$ cat src/rtl/multicycle_control_unit.sv
// Multicycle RV32I control FSM: sequences fetch/decode/execute/memory/writeback,
// stalls on mem_ready. Optional illegal-instruction trap under `MC_ILLEGAL_TRAP_EN`.
//
// state    | meaning
// ---------+----------------------------------------------------------
// FETCH    | read instruction at PC, PC <= PC+4, latch IR/OldPC
// DECODE   | read regfile, ALUOut <= OldPC + imm (branch/jump target)
// MEMADR   | ALUOut <= rs1 + imm (load/store address)
// MEMREAD  | read data memory at ALUOut, wait for mem_ready
// MEMWB    | rd <= Data
// MEMWRITE | write rs2 to memory at ALUOut, wait for mem_ready
// EXECUTER | ALUOut <= rs1 op rs2
// EXECUTEI | ALUOut <= rs1 op imm
// ALUWB    | rd <= ALUOut
// BEQ      | compare rs1/rs2, PC <= ALUOut when equal
// JAL      | PC <= ALUOut, ALUOut <= OldPC + 4
// TRAP     | illegal instruction, parked until reset (trap build only)
module multicycle_control_unit #(
  parameter int WAIT_TIMEOUT = 0,
  parameter int TO_W         = 8
) (
  input  logic       clk,
  input  logic       reset,
  input  logic [6:0] op,
  input  logic [2:0] funct3,
  input  logic       funct7,
  input  logic       Zero,
  input  logic       mem_ready,
  output logic       PCWrite,
  output logic       AdrSrc,
  output logic       MemWrite,
  output logic       IRWrite,
  output logic [1:0] ResultSrc,
  output logic [1:0] ALUSrcA,
  output logic [1:0] ALUSrcB,
  output logic [2:0] ALUControl,
  output logic [1:0] ImmSrc,
  output logic       RegWrite,
  output logic       mem_timeout,
  output logic       illegal_instr
);

  localparam logic [3:0] S_FETCH    = 4'd0;
  localparam logic [3:0] S_DECODE   = 4'd1;
  localparam logic [3:0] S_MEMADR   = 4'd2;
  localparam logic [3:0] S_MEMREAD  = 4'd3;
  localparam logic [3:0] S_MEMWB    = 4'd4;
  localparam logic [3:0] S_MEMWRITE = 4'd5;
  localparam logic [3:0] S_EXECUTER = 4'd6;
  localparam logic [3:0] S_EXECUTEI = 4'd7;
  localparam logic [3:0] S_ALUWB    = 4'd8;
  localparam logic [3:0] S_BEQ      = 4'd9;
  localparam logic [3:0] S_JAL      = 4'd10;
`ifdef MC_ILLEGAL_TRAP_EN
  localparam logic [3:0] S_TRAP     = 4'd11;
`endif

  localparam logic [6:0] OP_LOAD  = 7'b0000011;
  localparam logic [6:0] OP_STORE = 7'b0100011;
  localparam logic [6:0] OP_RTYPE = 7'b0110011;
  localparam logic [6:0] OP_ITYPE = 7'b0010011;
  localparam logic [6:0] OP_BEQ   = 7'b1100011;
  localparam logic [6:0] OP_JAL   = 7'b1101111;

  localparam logic [2:0] ALU_ADD = 3'b000;
  localparam logic [2:0] ALU_SUB = 3'b001;
  localparam logic [2:0] ALU_AND = 3'b010;
  localparam logic [2:0] ALU_OR  = 3'b011;
  localparam logic [2:0] ALU_SLT = 3'b101;

  logic [3:0]      state_q, state_d;
  logic [TO_W-1:0] stall_cnt_q, stall_cnt_d;
  logic            timeout_q, timeout_d;

  logic [1:0] alu_op;
  logic       pc_write_c, mem_write_c, ir_write_c, reg_write_c;
  logic       in_wait, stall;
  logic       funct3_ok;

  assign funct3_ok = (funct3 == 3'b000) || (funct3 == 3'b010) ||
                     (funct3 == 3'b110) || (funct3 == 3'b111);

  always_comb begin
    case (op)
      OP_STORE: ImmSrc = 2'b01;
      OP_BEQ:   ImmSrc = 2'b10;
      OP_JAL:   ImmSrc = 2'b11;
      default:  ImmSrc = 2'b00;
    endcase
  end

  always_comb begin
    state_d     = state_q;
    pc_write_c  = 1'b0;
    mem_write_c = 1'b0;
    ir_write_c  = 1'b0;
    reg_write_c = 1'b0;
    AdrSrc      = 1'b0;
    ResultSrc   = 2'b00;
    ALUSrcA     = 2'b00;
    ALUSrcB     = 2'b00;
    alu_op      = 2'b00;
    case (state_q)
      S_FETCH: begin
        ALUSrcB    = 2'b10;
        ResultSrc  = 2'b10;
        ir_write_c = mem_ready;
        pc_write_c = mem_ready;
        if (mem_ready) state_d = S_DECODE;
      end
      S_DECODE: begin
        ALUSrcA = 2'b01;
        ALUSrcB = 2'b01;
        case (op)
          OP_LOAD, OP_STORE: state_d = S_MEMADR;
          OP_RTYPE:          state_d = S_EXECUTER;
          OP_ITYPE:          state_d = S_EXECUTEI;
          OP_BEQ:            state_d = S_BEQ;
          OP_JAL:            state_d = S_JAL;
`ifdef MC_ILLEGAL_TRAP_EN
          default:           state_d = S_TRAP;
`else
          default:           state_d = S_FETCH;
`endif
        endcase
      end
      S_MEMADR: begin
        ALUSrcA = 2'b10;
        ALUSrcB = 2'b01;
        state_d = op[5] ? S_MEMWRITE : S_MEMREAD;
      end
      S_MEMREAD: begin
        AdrSrc = 1'b1;
        if (mem_ready) state_d = S_MEMWB;
      end
      S_MEMWB: begin
        ResultSrc   = 2'b01;
        reg_write_c = 1'b1;
        state_d     = S_FETCH;
      end
      S_MEMWRITE: begin
        AdrSrc      = 1'b1;
        mem_write_c = 1'b1;
        if (mem_ready) state_d = S_FETCH;
      end
      S_EXECUTER, S_EXECUTEI: begin
        ALUSrcA = 2'b10;
        ALUSrcB = (state_q == S_EXECUTEI) ? 2'b01 : 2'b00;
        alu_op  = 2'b10;
`ifdef MC_ILLEGAL_TRAP_EN
        state_d = funct3_ok ? S_ALUWB : S_TRAP;
`else
        state_d = S_ALUWB;
`endif
      end
      S_ALUWB: begin
        reg_write_c = 1'b1;
        state_d     = S_FETCH;
      end
      S_BEQ: begin
        ALUSrcA    = 2'b10;
        alu_op     = 2'b01;
        pc_write_c = Zero;
        state_d    = S_FETCH;
      end
      S_JAL: begin
        ALUSrcA    = 2'b01;
        ALUSrcB    = 2'b10;
        pc_write_c = 1'b1;
        state_d    = S_ALUWB;
      end
`ifdef MC_ILLEGAL_TRAP_EN
      S_TRAP: state_d = S_TRAP;
`endif
      default: state_d = S_FETCH;
    endcase
  end

  // Unsupported funct3 falls back to add so the default build never stalls on it.
  always_comb begin
    case (alu_op)
      2'b00: ALUControl = ALU_ADD;
      2'b01: ALUControl = ALU_SUB;
      default: begin
        case (funct3)
          3'b000:  ALUControl = (op[5] & funct7) ? ALU_SUB : ALU_ADD;
          3'b010:  ALUControl = ALU_SLT;
          3'b110:  ALUControl = ALU_OR;
          3'b111:  ALUControl = ALU_AND;
          default: ALUControl = ALU_ADD;
        endcase
      end
    endcase
  end

  // funct3_ok only steers the FSM in the trap build.
`ifndef MC_ILLEGAL_TRAP_EN
  logic unused_funct3_ok;
  assign unused_funct3_ok = funct3_ok;
`endif

  assign in_wait = (state_q == S_FETCH) || (state_q == S_MEMREAD) ||
                   (state_q == S_MEMWRITE);
  assign stall   = in_wait && !mem_ready;

  always_comb begin
    stall_cnt_d = '0;
    if (stall) stall_cnt_d = (&stall_cnt_q) ? stall_cnt_q : stall_cnt_q + 1'b1;
    timeout_d = timeout_q;
    if ((WAIT_TIMEOUT != 0) && (stall_cnt_d == TO_W'(WAIT_TIMEOUT))) timeout_d = 1'b1;
  end

  always_ff @(posedge clk) begin
    if (reset) begin
      state_q     <= S_FETCH;
      stall_cnt_q <= '0;
      timeout_q   <= 1'b0;
    end else begin
      state_q     <= state_d;
      stall_cnt_q <= stall_cnt_d;
      timeout_q   <= timeout_d;
    end
  end

  // Write enables are forced low during reset so an abandoned instruction commits nothing.
  assign PCWrite     = pc_write_c  & ~reset;
  assign MemWrite    = mem_write_c & ~reset;
  assign IRWrite     = ir_write_c  & ~reset;
  assign RegWrite    = reg_write_c & ~reset;
  assign mem_timeout = timeout_q;

`ifdef MC_ILLEGAL_TRAP_EN
  assign illegal_instr = (state_q == S_TRAP);
`else
  assign illegal_instr = 1'b0;
`endif

endmodule

$ cat config.mk
export PLATFORM = sky130hd
export DESIGN_NAME = multicycle_control_unit
export DESIGN_NICKNAME = d
export VERILOG_FILES = /design/src/rtl/multicycle_control_unit.sv
export SDC_FILE = /design/constraint.sdc
export NUM_CORES = 1
export LEC_CHECK = 0
export CELL_PAD_IN_SITES_DETAIL_PLACEMENT = 0
export CELL_PAD_IN_SITES_GLOBAL_PLACEMENT = 1
export CORE_MARGIN = 3
export CORE_UTILIZATION = 25
export CTS_CLUSTER_SIZE = 28
export DETAILED_ROUTE_END_ITERATION = 10
export HOLD_SLACK_MARGIN = 0.1
export PLACE_DENSITY_LB_ADDON = 0.1
export SLEW_MARGIN = 20
export SYNTH_ARGS = -nofsm -noshare
export SYNTH_HDL_FRONTEND = slang
export SYNTH_SLANG_ARGS = --single-unit
$ cat constraint.sdc
create_clock -name clk -period 1.8 [get_ports clk]
set_clock_uncertainty 0.15 [all_clocks]
set_input_delay 0.36 -clock clk [delete_from_list [all_inputs] [get_ports clk]]
set_output_delay 0.36 -clock clk [all_outputs]
set_load 0.01 [all_outputs]
==> run metrics, run 1 <==
GPL Wtd Cong=about 0.78; Slowest-stage cell, CP=clkdlybuf4s50_1; initial DRC count=7; core area=between 0.002 and 0.0025 sq mm; CTS tree=built; Final Max Tran Viols=0; Max VDD drop=roughly 0.26 mV; Seq/Total Area, Yosys=0.131; Mapped Avg Cell Area=approximately 6.7 sq um; # rows=17; Synth Instances=92; Finish-stage setup viols=1; I/O pins=33; Initial Utilization=0.269; WP data arrival=approximately 1300 ps; DRT antenna net count=0; antenna violations before repair=0; Tot Pwr=just under 0.4 mW; Top Registers=state_q: 4 flops; Worst setup SP type=primary input; Non-Filler Instances=181; DRT Pass-1 Iters=4; Hold Startpoint=op[2]; htree depth=1; Die ar.=slightly above 0.003 sq mm; RSZ-0062 raised after global routing=yes; area grow syn2layout=107%; MaxCap Viol Count=0; post-route cell area=approximately 0.0013 sq mm; HPWL Detailed=1680 um; status=finished with violations; worst min-delay path class=in2reg; Crit Path Class=in2out; clock root buffer=clkbuf_4; PD cells=309 mW/mm^2; final hold viol count=0; top achievable clock speed=about 560 MHz; nets=170; violated checks=negative setup slack; dpl cells=172; clk_lat worst skew=about 250 ps; global-route wire length before repair=roughly 3700 um; Setup crit start=Zero; port buffer count=30; Hold WS=around 440 ps; max FFs per register=4; slowest stage delay, CP=~460 ps; total global-route track usage=0.145; setup_tns=-0.0178 ps; final core occ=0.557; Pleak=0.582 nW; commonest cells after routing, fill and taps aside=buf_4 (34), buf_2 (16), nor2_1 (8); Top reg by flops=state_q; synthesized area=613 sq um; diode count=0; DR DRC count=0; Vias/cell=between 4 and 5; vias in the first global route=between 800 and 900; nature of the critical path endpoint=primary output; die height=55.5 um; clock sinks=4; largest net degree at the start of global routing=9; crit-path cells=clkdlybuf4s50_1, nand4_1, a211oi_2, buf_2; CP required=1290 ps; worst setup margin=-0.0178 ps; Post-Route WL=between 2000 and 2500 um; grt ovf=0; Worst-path clk slew=approximately 40 ps; DP Worst Slack=-729 ps; layout cells sized above 1=0.614; Crit Reg-Reg Startpoint=state_q[3]; post-synth cell types=39; Clock Tree Buf Depth=2; minimum clock period=about 1800 ps; placed cell areas=0.00112 sq mm; Critical Path Fanout Max=1; Num CTS Buffers=3; commonest non-fill, non-tap cell in the layout=buf_4; Yosys reg bits=4; WL per Instance=approximately 12 um; final worst-path cycle share=1.00; vias=approximately 870; Synth Warn #=0; Chip Width=around 56 um
-- cells in the mapped netlist (all sizes together) --
library cell | number | area [sq um]
nor2 | 13 | 48.8
buf | 10 | 68.8
nand2 | 9 | 33.8
nor3 | 7 | 35.0
a21oi | 6 | 30.0
dfxtp | 4 | 80.1
nand2b | 4 | 25.0
o21ai | 4 | 20.0
or3 | 3 | 18.8
inv | 2 | 7.51
nand3b | 2 | 15.0
nor2b | 2 | 12.5
nor3b | 2 | 15.0
xnor2 | 2 | 17.5
a2111oi | 1 | 10.0
a211oi | 1 | 7.51
a21o | 1 | 7.51
a2bb2oi | 1 | 8.76
a311oi | 1 | 8.76
a31oi | 1 | 6.26
and2b | 1 | 7.51
and3 | 1 | 6.26
and4bb | 1 | 12.5
clkinv | 1 | 5.00
conb | 1 | 3.75
nand3 | 1 | 5.00
nand4 | 1 | 6.26
nand4b | 1 | 8.76
nor4 | 1 | 6.26
nor4b | 1 | 23.8
o211ai | 1 | 7.51
o22ai | 1 | 6.26
o31a | 1 | 8.76
o31ai | 1 | 12.5
or4 | 1 | 7.51
xor2 | 1 | 8.76
-- worst max-delay path, delay by kind of cell --
| family | cells | cell delay [ps] |
|---|---|---|
| buf+inv | 2 | 610 |
| compound gates | 1 | 210 |
| simple gates | 1 | 110 |
-- power breakdown --
group          switching (mW)  total (mW)  internal, mW
Sequential            0.00517      0.0926        0.0875
Combinational          0.0805       0.180        0.0997
Clock                  0.0447       0.120        0.0751
-- layer usage --
layer	GRT usage	vias up	wire length, um
met5	0	-	0
met4	0.0208	0	11
met3	0.0467	3	137
met2	0.264	26	1220
met1	0.167	399	870
li1	-	445	-
-- path summary, 6_finish.rpt --
kind                                   end  slack (ps)  depth (start not counted)
worst min-delay path            state_q[0]         440                          5
worst min register to register  state_q[0]         620                          3
worst max register to register  state_q[2]         150                          6
worst max-delay path               PCWrite       -0.02                          4
-- layout make-up --
cell class                 count  area (sq um)
tap                           28          35.0
timing repair buffer          67           504
clock buffer                   3          22.5
multi-input combinational     76           596
sequential                     4          95.1
fill                         233          1010
inverter                       3          16.3
-- logic make-up after synthesis --
family	after synthesis	synth area share
AOI/OAI and AO/OA	20	0.218
xor gates and xnor gates	3	0.0429
buffers and inverters	13	0.133
other	1	0.00612
DFF	4	0.131
and+or+nand+nor	51	0.469
-- timing repair --
action,in CTS,in global routing
gates resized for setup,95,35
buffers inserted,1,5
hold buffers,0,0
setup endpoints to repair,16,15
pin swaps,9,13
(Power assumes the default switching activity.)
==> inputs of run 2 (changes only) <==
- CELL_PAD_IN_SITES_DETAIL_PLACEMENT: 0 -> unset
- CELL_PAD_IN_SITES_GLOBAL_PLACEMENT: 1 -> unset
- CORE_UTILIZATION: 25 -> 38
- PLACE_DENSITY: unset -> 0.78
- PLACE_DENSITY_LB_ADDON: 0.1 -> unset
==> run 2 against run 1 <==
The run still ends with negative setup slack left. Via count increased by 9.5%. Setup slack lost 66 ps. Critical endpoint is now ALUControl[0]. Power is 0.88% higher. Die area fell by 31%. First-iteration DRC count rose to 3.0 times the previous value. Combinational power is 3% higher. Critical path depth grew 2. Final cell count decreased by 8.3%. Clock power barely moved. Utilization is 31 points higher. Sequential share of layout area rose by 0.37 points. Largest power group unchanged.
==> run metrics, run 2 (synthesis gave the netlist of run 1 again) <==
die height=46.2 um (was 55.5 um); global-route wire length before repair=3450 um (was 3660 um); PD cells=328 mW/mm^2 (was 309 mW/mm^2); Worst setup SP type=flop (was primary input); # rows=13 (was 17); Hold-fix buffers, CTS=0 (unchanged); grt ovf=0 (unchanged); status=finished with violations (unchanged); nature of the critical path endpoint=primary output (unchanged); Chip Width=46.2 um (was 55.5 um); Num CTS Buffers=3 (unchanged); antenna violations before repair=0 (unchanged); CTS tree=built (unchanged); Worst-path clk slew=40 ps (about the same); RSZ-0062 raised after global routing=yes (unchanged); initial DRC count=21 (was 7); htree depth=1 (unchanged); Top reg by flops=state_q (unchanged); Clock Tree Buf Depth=2 (unchanged); dpl cells=158 (was 172); WP data arrival=1360 ps (was 1290 ps); HPWL Detailed=1670 um (was 1680 um); Pleak=0.571 nW (was 0.582 nW); Crit Path Class=reg2out (was in2out); CP required=1290 ps (about the same); area grow syn2layout=97.1% (was 107%); worst setup margin=-65.8 ps (was -0.0178 ps); commonest non-fill, non-tap cell in the layout=buf_4 (unchanged); Non-Filler Instances=166 (was 181); largest net degree at the start of global routing=11 (was 9); violated checks=negative setup slack (unchanged); final hold viol count=0 (unchanged); total global-route track usage=0.224 (was 0.145); Max VDD drop=0.266 mV (was 0.260 mV); final worst-path cycle share=1.04 (was 1.00); core area=0.00140 sq mm (was 0.00228 sq mm); WL per Instance=16.1 um (was 12.4 um); layout cells sized above 1=0.550 (was 0.614); nets=168 (was 170); GPL Wtd Cong=0.824 (was 0.775); commonest cells after routing, fill and taps aside=buf_4 (30), buf_2 (14), nor2_1 (7) (was buf_4 (34), buf_2 (16), nor2_1 (8)); Finish-stage setup viols=3 (was 1); vias=956 (was 873); DRT antenna net count=0 (unchanged); Vias/cell=5.76 (was 4.82); DR DRC count=0 (unchanged); max FFs per register=4 (unchanged); DRT Pass-1 Iters=4 (unchanged); Initial Utilization=0.438 (was 0.269); minimum clock period=1870 ps (was 1800 ps); vias in the first global route=861 (was 845); Top Registers=state_q: 4 flops (unchanged); Critical Path Fanout Max=4 (was 1); top achievable clock speed=536 MHz (was 556 MHz); number of fill cells in the layout=82 (was 233); port buffer count=30 (unchanged); Die ar.=0.00213 sq mm (was 0.00308 sq mm); I/O pins=33 (unchanged); Hold WS=462 ps (was 438 ps); worst min-delay path class=in2reg (unchanged); diode count=0 (unchanged); clock sinks=4 (unchanged); MaxCap Viol Count=0 (unchanged); clock root buffer=clkbuf_4 (unchanged); Post-Route WL=2680 um (was 2240 um); clk_lat worst skew=240 ps (was 250 ps); Final Max Tran Viols=0 (unchanged)
-- run 2: changes by cell type in the layout (fill, tap and decap cells not counted), moves of 2 or more --
cell and delta:
buf_2 -2, nand2_2 -2, or3_1 +2, nand2_1 +2, buf_4 -4, or3_4 -2
-- run 2: worst paths after layout --
path | start | end | slack, ps | cells past startpoint
worst max-delay path | state_q[1] | ALUControl[0] | -70 | 6
worst min register to register | state_q[2] | state_q[2] | 570 | 3
worst min-delay path | op[2] | state_q[0] | 460 | 5
worst max register to register | state_q[3] | state_q[2] | 90 | 6
-- run 2: metrics by stage --
step / utilization / worst slack, ps / power, mW / instance area, sq um / setup TNS [ps]
2_1_floorplan: - / 129 / 0.168 / 617 / 0
3_3_place_gp: 0.781 / -694 / 0.268 / 1090 / -5160
3_5_place_dp: 0.781 / -738 / 0.271 / 1090 / -5390
4_1_cts: 0.799 / -87.6 / 0.388 / 1120 / -378
5_1_grt: 0.864 / -137 / 0.418 / 1210 / -449
6_report: 0.864 / -65.8 / 0.396 / 1210 / -152
-- run 2: power by group --
group	leakage, nW	switching [mW]	internal, mW
logic	0.521	0.0865	0.0983
clock network	0.0138	0.0429	0.0750
registers	0.0355	0.00585	0.0875
-- run 2: area by class of cell --
cell class,instances,area (sq um),share of cell area
Multi-Input combinational cell,76,549,0.454
Inverter,3,13.8,0.0114
Tap cell,15,18.8,0.0155
Clock buffer,3,22.5,0.0186
Sequential cell,4,95.1,0.0787
Timing Repair Buffer,65,509,0.421
-- run 2: layer usage --
metal / vias to the layer above / share of wire / wire length [um] / track usage
met5: - / 0 / 0 / 0
met4: 0 / 0.0093 / 25 / 0.102
met3: 2 / 0.089 / 239 / 0.0586
met2: 60 / 0.53 / 1420 / 0.420
met1: 448 / 0.37 / 990 / 0.224
li1: 446 / - / - / -
-- run 2: what timing repair did --
| item | 4_1_cts | 5_1_grt |
|---|---|---|
| resized for setup | 82 | 39 |
| endpoints found under the setup margin | 16 | 14 |
| pin swaps | 7 | 12 |
| buffers inserted | 2 | 3 |
-- run 2: critical path: stages (launching register included) --
cell and delay [ps]:
dfxtp_4 390, inv_4 60, buf_12 120, nor2_4 110, nand3b_1 110, o22ai_1 160, buf_2 150
